<file path="src/rtl/img_line_feeder.sv">
// Frame-buffer to filter-core line feeder: primes a few lines, then sends one line per
// core interrupt and finishes with zero pad lines, all through a 2-entry read skid buffer.
module img_line_feeder #(
   parameter int unsigned LINE_WIDTH  = 512,
   parameter int unsigned NUM_LINES   = 512,
   parameter int unsigned PRIME_LINES = 4,
   parameter int unsigned PAD_LINES   = 2,
   parameter int unsigned ADDR_W      = $clog2(LINE_WIDTH*NUM_LINES),
   parameter int unsigned CRED_W      = 3
) (
   input  logic              axi_clk,
   input  logic              axi_rst,
   input  logic              i_start,
   output logic              o_rd_en,
   output logic [ADDR_W-1:0] o_rd_addr,
   input  logic [7:0]        i_rd_data,
   output logic [7:0]        o_data,
   output logic              o_data_valid,
   input  logic              i_data_ready,
   input  logic              i_intr,
   output logic              o_busy,
   output logic              o_done
);

   localparam int unsigned PIX_W  = (LINE_WIDTH > 1) ? $clog2(LINE_WIDTH) : 1;
   localparam int unsigned LIN_W  = $clog2(NUM_LINES + 1);
   localparam int unsigned PADL_W = (PAD_LINES > 0) ? $clog2(PAD_LINES + 1) : 1;
   localparam logic [ADDR_W-1:0] ADDR_MAX = ADDR_W'(LINE_WIDTH*NUM_LINES - 1);

   typedef enum logic [2:0] {
      S_IDLE,
      S_PRIME,
      S_WAIT,
      S_LINE,
      S_PAD_WAIT,
      S_PAD,
      S_DONE
   } state_t;

   state_t              state;
   logic [ADDR_W-1:0]   addr;
   logic [PIX_W-1:0]    pix;
   logic [LIN_W-1:0]    lines;
   logic [PADL_W-1:0]   pad_lines;
   logic [CRED_W-1:0]   cred;
   logic                intr_q;
   logic                pend;
   logic                tail;
   logic [7:0]          sk [2];
   logic [1:0]          sk_cnt;

   logic                rise;
   logic                pop;
   logic                out_free;
   logic                pix_last;
   logic                zin;
   logic                land;
   logic [7:0]          land_data;
   logic                issue;
   logic                take;
   logic                last_out;
   logic                cred_hold;
   logic [7:0]          od_n;
   logic                ov_n;
   logic [7:0]          s_n [2];
   logic [1:0]          c_n;

   always_comb begin
      rise      = i_intr & ~intr_q;
      pop       = o_data_valid & i_data_ready;
      out_free  = ~o_data_valid | i_data_ready;
      pix_last  = (pix == PIX_W'(LINE_WIDTH - 1));
      // Pad zeros enter only once every RAM read has landed, so they queue behind image data.
      zin       = (state == S_PAD) && !tail && !pend && !o_rd_en && (out_free || sk_cnt != 2'd2);
      land      = pend | zin;
      land_data = pend ? i_rd_data : 8'h00;
      take      = ((state == S_WAIT) || (state == S_PAD_WAIT)) && (cred != '0);
      last_out  = (state == S_PAD) && tail && pop && (sk_cnt == 2'd0);
      cred_hold = (state == S_IDLE) || (state == S_PRIME) || (state == S_DONE);
   end

   always_comb begin
      od_n   = o_data;
      ov_n   = o_data_valid;
      s_n[0] = sk[0];
      s_n[1] = sk[1];
      c_n    = sk_cnt;
      if (out_free) begin
         ov_n = 1'b0;
         if (sk_cnt != 2'd0) begin
            od_n   = sk[0];
            ov_n   = 1'b1;
            s_n[0] = sk[1];
            c_n    = sk_cnt - 2'd1;
         end else if (land) begin
            od_n = land_data;
            ov_n = 1'b1;
         end
      end
      if (land && !(out_free && sk_cnt == 2'd0)) begin
         if (c_n == 2'd0) s_n[0] = land_data;
         else             s_n[1] = land_data;
         c_n = c_n + 2'd1;
      end
   end

   // A new read is safe if the skid can still hold it plus the read already on the bus,
   // even when the output register stays stalled.
   always_comb begin
      issue = ((state == S_PRIME) || (state == S_LINE)) &&
              ((c_n == 2'd0) || ((c_n == 2'd1) && !o_rd_en));
   end

   always_ff @(posedge axi_clk or negedge axi_rst) begin
      if (!axi_rst) begin
         state        <= S_IDLE;
         addr         <= '0;
         pix          <= '0;
         lines        <= '0;
         pad_lines    <= '0;
         cred         <= '0;
         intr_q       <= 1'b0;
         pend         <= 1'b0;
         tail         <= 1'b0;
         sk[0]        <= '0;
         sk[1]        <= '0;
         sk_cnt       <= '0;
         o_rd_en      <= 1'b0;
         o_rd_addr    <= '0;
         o_data       <= '0;
         o_data_valid <= 1'b0;
         o_busy       <= 1'b0;
         o_done       <= 1'b0;
      end else begin
         intr_q       <= i_intr;
         pend         <= o_rd_en;
         o_data       <= od_n;
         o_data_valid <= ov_n;
         sk[0]        <= s_n[0];
         sk[1]        <= s_n[1];
         sk_cnt       <= c_n;
         o_rd_en      <= issue;
         o_done       <= 1'b0;

         if (issue) begin
            o_rd_addr <= addr;
            if (addr != ADDR_MAX) addr <= addr + ADDR_W'(1);
            pix <= pix_last ? '0 : pix + PIX_W'(1);
            if (pix_last) lines <= lines + LIN_W'(1);
         end

         if (cred_hold) begin
            cred <= '0;
         end else if (rise && !take) begin
            if (cred != '1) cred <= cred + CRED_W'(1);
         end else if (take && !rise) begin
            cred <= cred - CRED_W'(1);
         end

         case (state)
            S_IDLE: begin
               if (i_start) begin
                  addr      <= '0;
                  pix       <= '0;
                  lines     <= '0;
                  pad_lines <= '0;
                  tail      <= 1'b0;
                  o_busy    <= 1'b1;
                  state     <= S_PRIME;
               end
            end
            S_PRIME: begin
               if (issue && pix_last && lines == LIN_W'(PRIME_LINES - 1))
                  state <= (lines == LIN_W'(NUM_LINES - 1)) ? S_PAD_WAIT : S_WAIT;
            end
            S_WAIT: begin
               if (take) state <= S_LINE;
            end
            S_LINE: begin
               if (issue && pix_last)
                  state <= (lines == LIN_W'(NUM_LINES - 1)) ? S_PAD_WAIT : S_WAIT;
            end
            S_PAD_WAIT: begin
               if (take) state <= S_PAD;
            end
            S_PAD: begin
               if (zin) begin
                  pix <= pix_last ? '0 : pix + PIX_W'(1);
                  if (pix_last) begin
                     pad_lines <= pad_lines + PADL_W'(1);
                     if (pad_lines == PADL_W'(PAD_LINES - 1)) tail  <= 1'b1;
                     else                                     state <= S_PAD_WAIT;
                  end
               end
               if (last_out) begin
                  o_done <= 1'b1;
                  o_busy <= 1'b0;
                  state  <= S_DONE;
               end
            end
            S_DONE: begin
               state <= S_IDLE;
            end
            default: state <= S_IDLE;
         endcase
      end
   end

endmodule

</file>
<file path="config.mk">
export PLATFORM = sky130hd
export DESIGN_NAME = img_line_feeder
export DESIGN_NICKNAME = d
export VERILOG_FILES = /design/src/rtl/img_line_feeder.sv
export SDC_FILE = /design/constraint.sdc
export NUM_CORES = 1
export LEC_CHECK = 0
export ABC_AREA = 1
export CAP_MARGIN = 20
export CORE_MARGIN = 3
export CORE_UTILIZATION = 30
export DETAILED_ROUTE_END_ITERATION = 16
export SLEW_MARGIN = 20
export SYNTH_ARGS = -nofsm -noshare
export SYNTH_HDL_FRONTEND = slang
export SYNTH_SLANG_ARGS = --single-unit
</file>
<file path="constraint.sdc">
create_clock -name axi_clk -period 2.5 [get_ports axi_clk]
set_input_delay 0.375 -clock axi_clk [delete_from_list [all_inputs] [get_ports axi_clk]]
set_output_delay 0.375 -clock axi_clk [all_outputs]
set_load 0.02 [all_outputs]
</file>
## Word-level counts from Yosys, hierarchy flattened

Cells that the tools add are included.

| storage, ports and cells | value |
|---|---|
| output and inout port bits | 30 |
| logic and storage cells | 159 |
| input bits | 13 |
| register bits after elaboration | 96 |

| operators by class | value |
|---|---|
| reductions and logical operators | 44 |
| add/sub/neg operators | 8 |
| mux-type cells | 55 |
| bitwise operators | 7 |
| equality and inequality tests | 27 |

Operators with widths:

| cell | number |
|---|---|
| two-way mux 18 bit | 4 |
| two-way mux 8 bit | 7 |
| two-way mux 3 bit | 14 |
| two-way mux 10 bit | 4 |
| two-way mux 9 bit | 4 |
| adder 18 x 1 -> 18 bit (second input constant) | 1 |
| inequality test 18 bit (second input constant) | 1 |
| one-hot mux 3 bit (6 select lines) | 1 |
| one-hot mux 9 bit (2 select lines) | 1 |
| logical AND 1 bit | 16 |
| two-way mux 16 bit | 1 |
| inequality test 2 bit (second input constant) | 7 |
| two-way mux 2 bit | 6 |
| inequality test 3 bit (second input constant) | 4 |
| adder 10 x 1 -> 10 bit (second input constant) | 1 |
| equality test 10 x 2 -> 1 bit (second input constant) | 1 |
| equality test 10 x 9 -> 1 bit (second input constant) | 1 |
| two-way mux 1 bit | 10 |
| adder 9 x 1 -> 9 bit (second input constant) | 1 |
| equality test 3 bit (second input constant) | 3 |
| equality test 9 bit (second input constant) | 1 |
| AND reduction 8 bit | 1 |
| equality test 3 x 2 -> 1 bit (second input constant) | 2 |
| zero test 1 bit | 6 |
| other kinds (22) | 43 |

## Longest topological paths before layout

| logic depth | value |
|---|---|
| word-level depth | 16 |
| depth in mapped cells | 16 |
| gate-level depth less buffers | 15 |

## Worst setup path after synthesis

OpenSTA, ideal clock, no wires.

| timing | value |
|---|---|
| path type | register -> register |
| start | register pix[0] |
| end | register state[0] |
| slack | 0.399 ns |
| cell stages (with the launch flop) | 16 |
| path buffers | 0 |
| required time | 2.383 ns |
| setup time | 0.117 ns |
| clock period less this slack | 2.101 ns |
| data arrival time | 1.984 ns |
| path through | dfrtp_1 ha_1 nand2_1 nor2_1 inv_1 nor2_1 nand3_1 nor2_1 ha_1 inv_1 nor3_1 o31ai_1 a21oi_2 nand2_1 nand2_1 nand2_1 |

| between the ends | value |
|---|---|
| word-level cells in the longest chain between the ends | 5 |
| elaborated cells on any way between the ends | 7 |
| those cells by class | eq/ne (4); reduce/logical (3) |

RTL lines:

| what | line | source |
|---|---|---|
| start: declaration | 42 | `logic [PIX_W-1:0] pix;` |
| start signal: assignment | 148 | `pix <= pix_last ? '0 : pix + PIX_W'(1);` |
| start signal: assignment | 188 | `pix <= pix_last ? '0 : pix + PIX_W'(1);` |
| equality test 9 bit (*) | 72 | `pix_last = (pix == PIX_W'(LINE_WIDTH - 1));` |
| logical AND 1 bit | 173, 180 |  |
| logical AND 1 bit | 173 | `if (issue && pix_last && lines == LIN_W'(PRIME_LINES - 1))` |
| inequality test 2 x 1 -> 1 bit (no line) | -- |  |
| AND reduction 8 bit (no line) (*) | -- |  |
| end signal: assignment | 174 | `state <= (lines == LIN_W'(NUM_LINES - 1)) ? S_PAD_WAIT : S_WAIT;` |
| end signal: assignment | 181 | `state <= (lines == LIN_W'(NUM_LINES - 1)) ? S_PAD_WAIT : S_WAIT;` |
| end: declaration | 40 | `state_t state;` |

Every way passes the cells marked *; elsewhere a longest branch is shown, timed or not.
A chain may end at the register's enable or synchronous reset.

## Worst setup path after layout

| timing | value |
|---|---|
| start | register pix[0] |
| end | register state[1] |

Same word-level chain as after synthesis.

==> impl_results.md <==
- Outcome: finished clean
- CP Max Fanout: 14
- Total Power: 6.31 mW
- HP Class: primary input to async pin
- Die height: 138 µm
- P_leak: 2.90 nW
- Worst Path Arrival: between 2000 and 2500 ps
- Worst-path clk slew: about 70 ps
- Pwr/cell area: 996 nW/µm²
- Chip Width: 138 µm
- Hold_buf cts: 0
- TritonRoute pass-1 iters: 6
- Hpwl dp: 8780 µm
- Critical path type: flip-flop to flip-flop
- Max Clk Rate: 449 MHz
- Final Wtd Congestion: 0.843
- Vias per cell: 4.69
- CTS tree: built
- Cts bufs inserted: 9
- Post-synthesis sequential area ratio: 45.9%
- Maximum vdd drop: 0.463 mV
- 1st-iter DRT viols: 235
- Final setup viols: 0
- Final Hold Viols: 0
- Library cells used by synthesis: 44
- Root buffer cell: clkbuf_16
- Synth Warn #: 0
- H-Tree Depth: 3
- Worst Tran Pin Value: around 560 ps
- Yosys reg bits: 96
- Pin count of the biggest net entering global routing: 44
- Initial Util: 31.1%
- Buf+Inv Stages, Crit Path: 2
- I/O Buffers: 42
- Crit path required time: roughly 2700 ps
- Gate Count Post-Synth: 647
- Slew Limit Fails: 0
- Hold_ws: 18.4 ps
- Relative slew slack: 62.7%
- Max cap viols: 0
- ANT nets after route: 0
- Post-CTS Setup Bufs: 0
- Fill cells: 1763
- CP dominant cell by count: nand2_1
- # clock sinks: 96
- Wire per inst: 12.6 µm
- Clock tree buffer depth: 2
- Crit share post-route: 89.1%
- Via count: ~4.4k
- GRT Util Overall: around 13%
- Core Area: 16800 µm²
- First-pass GRT wire length: roughly 21000 µm
- Critical path cell sequence: ha_1 > nand2_1 > nor2_1 > inv_1 > nor2_1 > nand3_1 > nor2_1 > ha_1 > buf_4 > nand3_2 > a21oi_4 > nand2_1 > nand2_1 > nand2_1
- Syn_nets: 667
- Synth top area share: 45.9%
- Syn_area_per_cell: 8.09 µm²
- GRT overflow: 0
- Worst path top cell family by delay: simple AND/OR/NAND/NOR gates
- Crit. End Element: flip-flop
- DR DRC count: 0
- Initial antenna violation count: 0
- Layout cells sized above 1: 11.5%
- # rows: 47
- Dominant cell type by area after synthesis: dfrtp_1
- Crit-path max cell delay: approximately 400 ps
- Diode count: 0
- Slowest cell on crit path: dfrtp_2
- Period minus WS final: 2230 ps
- Startpoint types: flip-flop
- Final Core Density: 37.7%
- Cell area after synthesis: around 5200 µm²
- # nets final: 730
- Largest cells by area after synthesis: dfrtp_1, nand2_1, inv_1
- Clk Latency, worst-skew pair: 350 ps
- Layout Area Growth over Synthesis: 21.0%
- Vias in the first global route: 4179
- Routed wire length: 11800 µm
- I/O pin total: 43
- Unrepaired setup endpoints after global routing: false
- Resized cells post-CTS: 0
- Die area: 19100 µm²
- Clk_skew: 9.08 ps
[metal layers]
metal | global-route usage (%) | vias up | routed length (µm)
met2 | 19.2 | 66 | 5010
met4 | 3.69 | 0 | 121
met1 | 19.0 | 2043 | 6240
li1 | - | 2256 | -
met5 | 0 | - | 0
met3 | 3.00 | 10 | 411
[layout make-up]
class	count	area [µm²]	area share [%]
multi-input combinational	462	2440	38.6
sequential	96	2400	37.9
timing repair buffer	73	676	10.7
tap	220	275	4.35
inverter	68	255	4.03
clock buffer	10	239	3.77
clock inverter	3	43.8	0.691
[cell usage after synthesis (all sizes together)]
library cell and instances:
nor2 59, nor4 5, a31oi 12, o31ai 1
buf 14, o211ai 3, xnor2 3, nand3b 2
xor2 16, ha 6, inv 68, nor3b 2
o21ai 55, nand4 3, a32oi 1, a21oi 25
mux2i 6, a21boi 1, o22ai 3, and3 1
a22oi 14, fa 1, nand3 46, clkbuf 7
nor3 11, nand2 185, dfrtp 96, o211a 1
[final timing paths]
check	from	end	slack (ps)	cells after the start
min	axi_rst	o_data[5]	20	1
min in group axi_clk	o_rd_addr[10]	o_rd_addr[10]	480	2
min reg2reg	o_rd_addr[10]	o_rd_addr[10]	480	2
max in group asynchronous	axi_rst	o_rd_addr[0]	1810	2
max reg2reg	pix[0]	state[1]	270	14
max	pix[0]	state[1]	270	14
[worst reg2reg max path: stages, from the launching register on]
cell and delay, ps:
dfrtp_2 400, ha_1 200, nand2_1 60, nor2_1 80, inv_1 50, nor2_1 120, nand3_1 110, nor2_1 100
ha_1 180, buf_4 220, nand3_2 200, a21oi_4 190, nand2_1 80, nand2_1 60, nand2_1 50
[sequential cells by signal (all words and copies together), names as in the netlist]
signal	flops
addr	18
cred	3
intr_q	1
lines	10
o_busy	1
o_data	8
o_data_valid	1
o_done	1
o_rd_addr	18
o_rd_en	1
pad_lines	2
pend	1
pix	9
sk	16
sk_cnt	2
state	3
tail	1
[through the flow]
stage	cell area (µm²)	cells	setup slack, ps	TNS, ps
floorplan	5230	647	399	0
global placement	6040	919	-90.1	-429
detailed placement	6040	919	-128	-901
CTS	6320	932	220	0
global route	6330	932	16.9	0
finish	6330	932	272	0
[cell usage in the layout, fill, tap and decap left out, types with 3 or more instances in the layout]
cell	instances
nand2_1	173
dfrtp_1	95
inv_1	66
nor2_1	54
o21ai_0	43
nand3_1	42
clkdlybuf4s50_1	41
buf_4	30
a21oi_1	21
xor2_1	16
a31oi_1	12
o21ai_1	11
nand2_2	9
nor3_1	9
clkbuf_16	9
a22oi_1	8
a22oi_2	6
mux2i_1	6
ha_1	6
nor4_1	5
nor2_4	4
nand4_1	3
nand2_4	3
nand3_2	3
o211ai_1	3
a21oi_2	3
xnor2_1	3
o22ai_1	3
[kinds of logic after synthesis]
| family | Yosys count | share of synthesized area [%] |
|---|---|---|
| DFF | 96 | 45.9 |
| muxes | 6 | 1.15 |
| and+or+nand+nor | 314 | 26.8 |
| buffers and inverters | 89 | 7.67 |
| xor gates and xnor gates | 19 | 3.18 |
| AOI/OAI and AO/OA | 116 | 13.5 |
| adders and majority gates | 7 | 1.82 |
[power breakdown]
group | switching, mW | leakage [nW] | internal, mW | total [mW]
sequential | 0.275 | 1.27 | 1.91 | 2.18
clock | 0.582 | 0.141 | 0.788 | 1.37
combinational | 1.71 | 1.49 | 1.05 | 2.76
total | 2.56 | 2.90 | 3.74 | 6.31
Power figures use the tool's default switching activity.
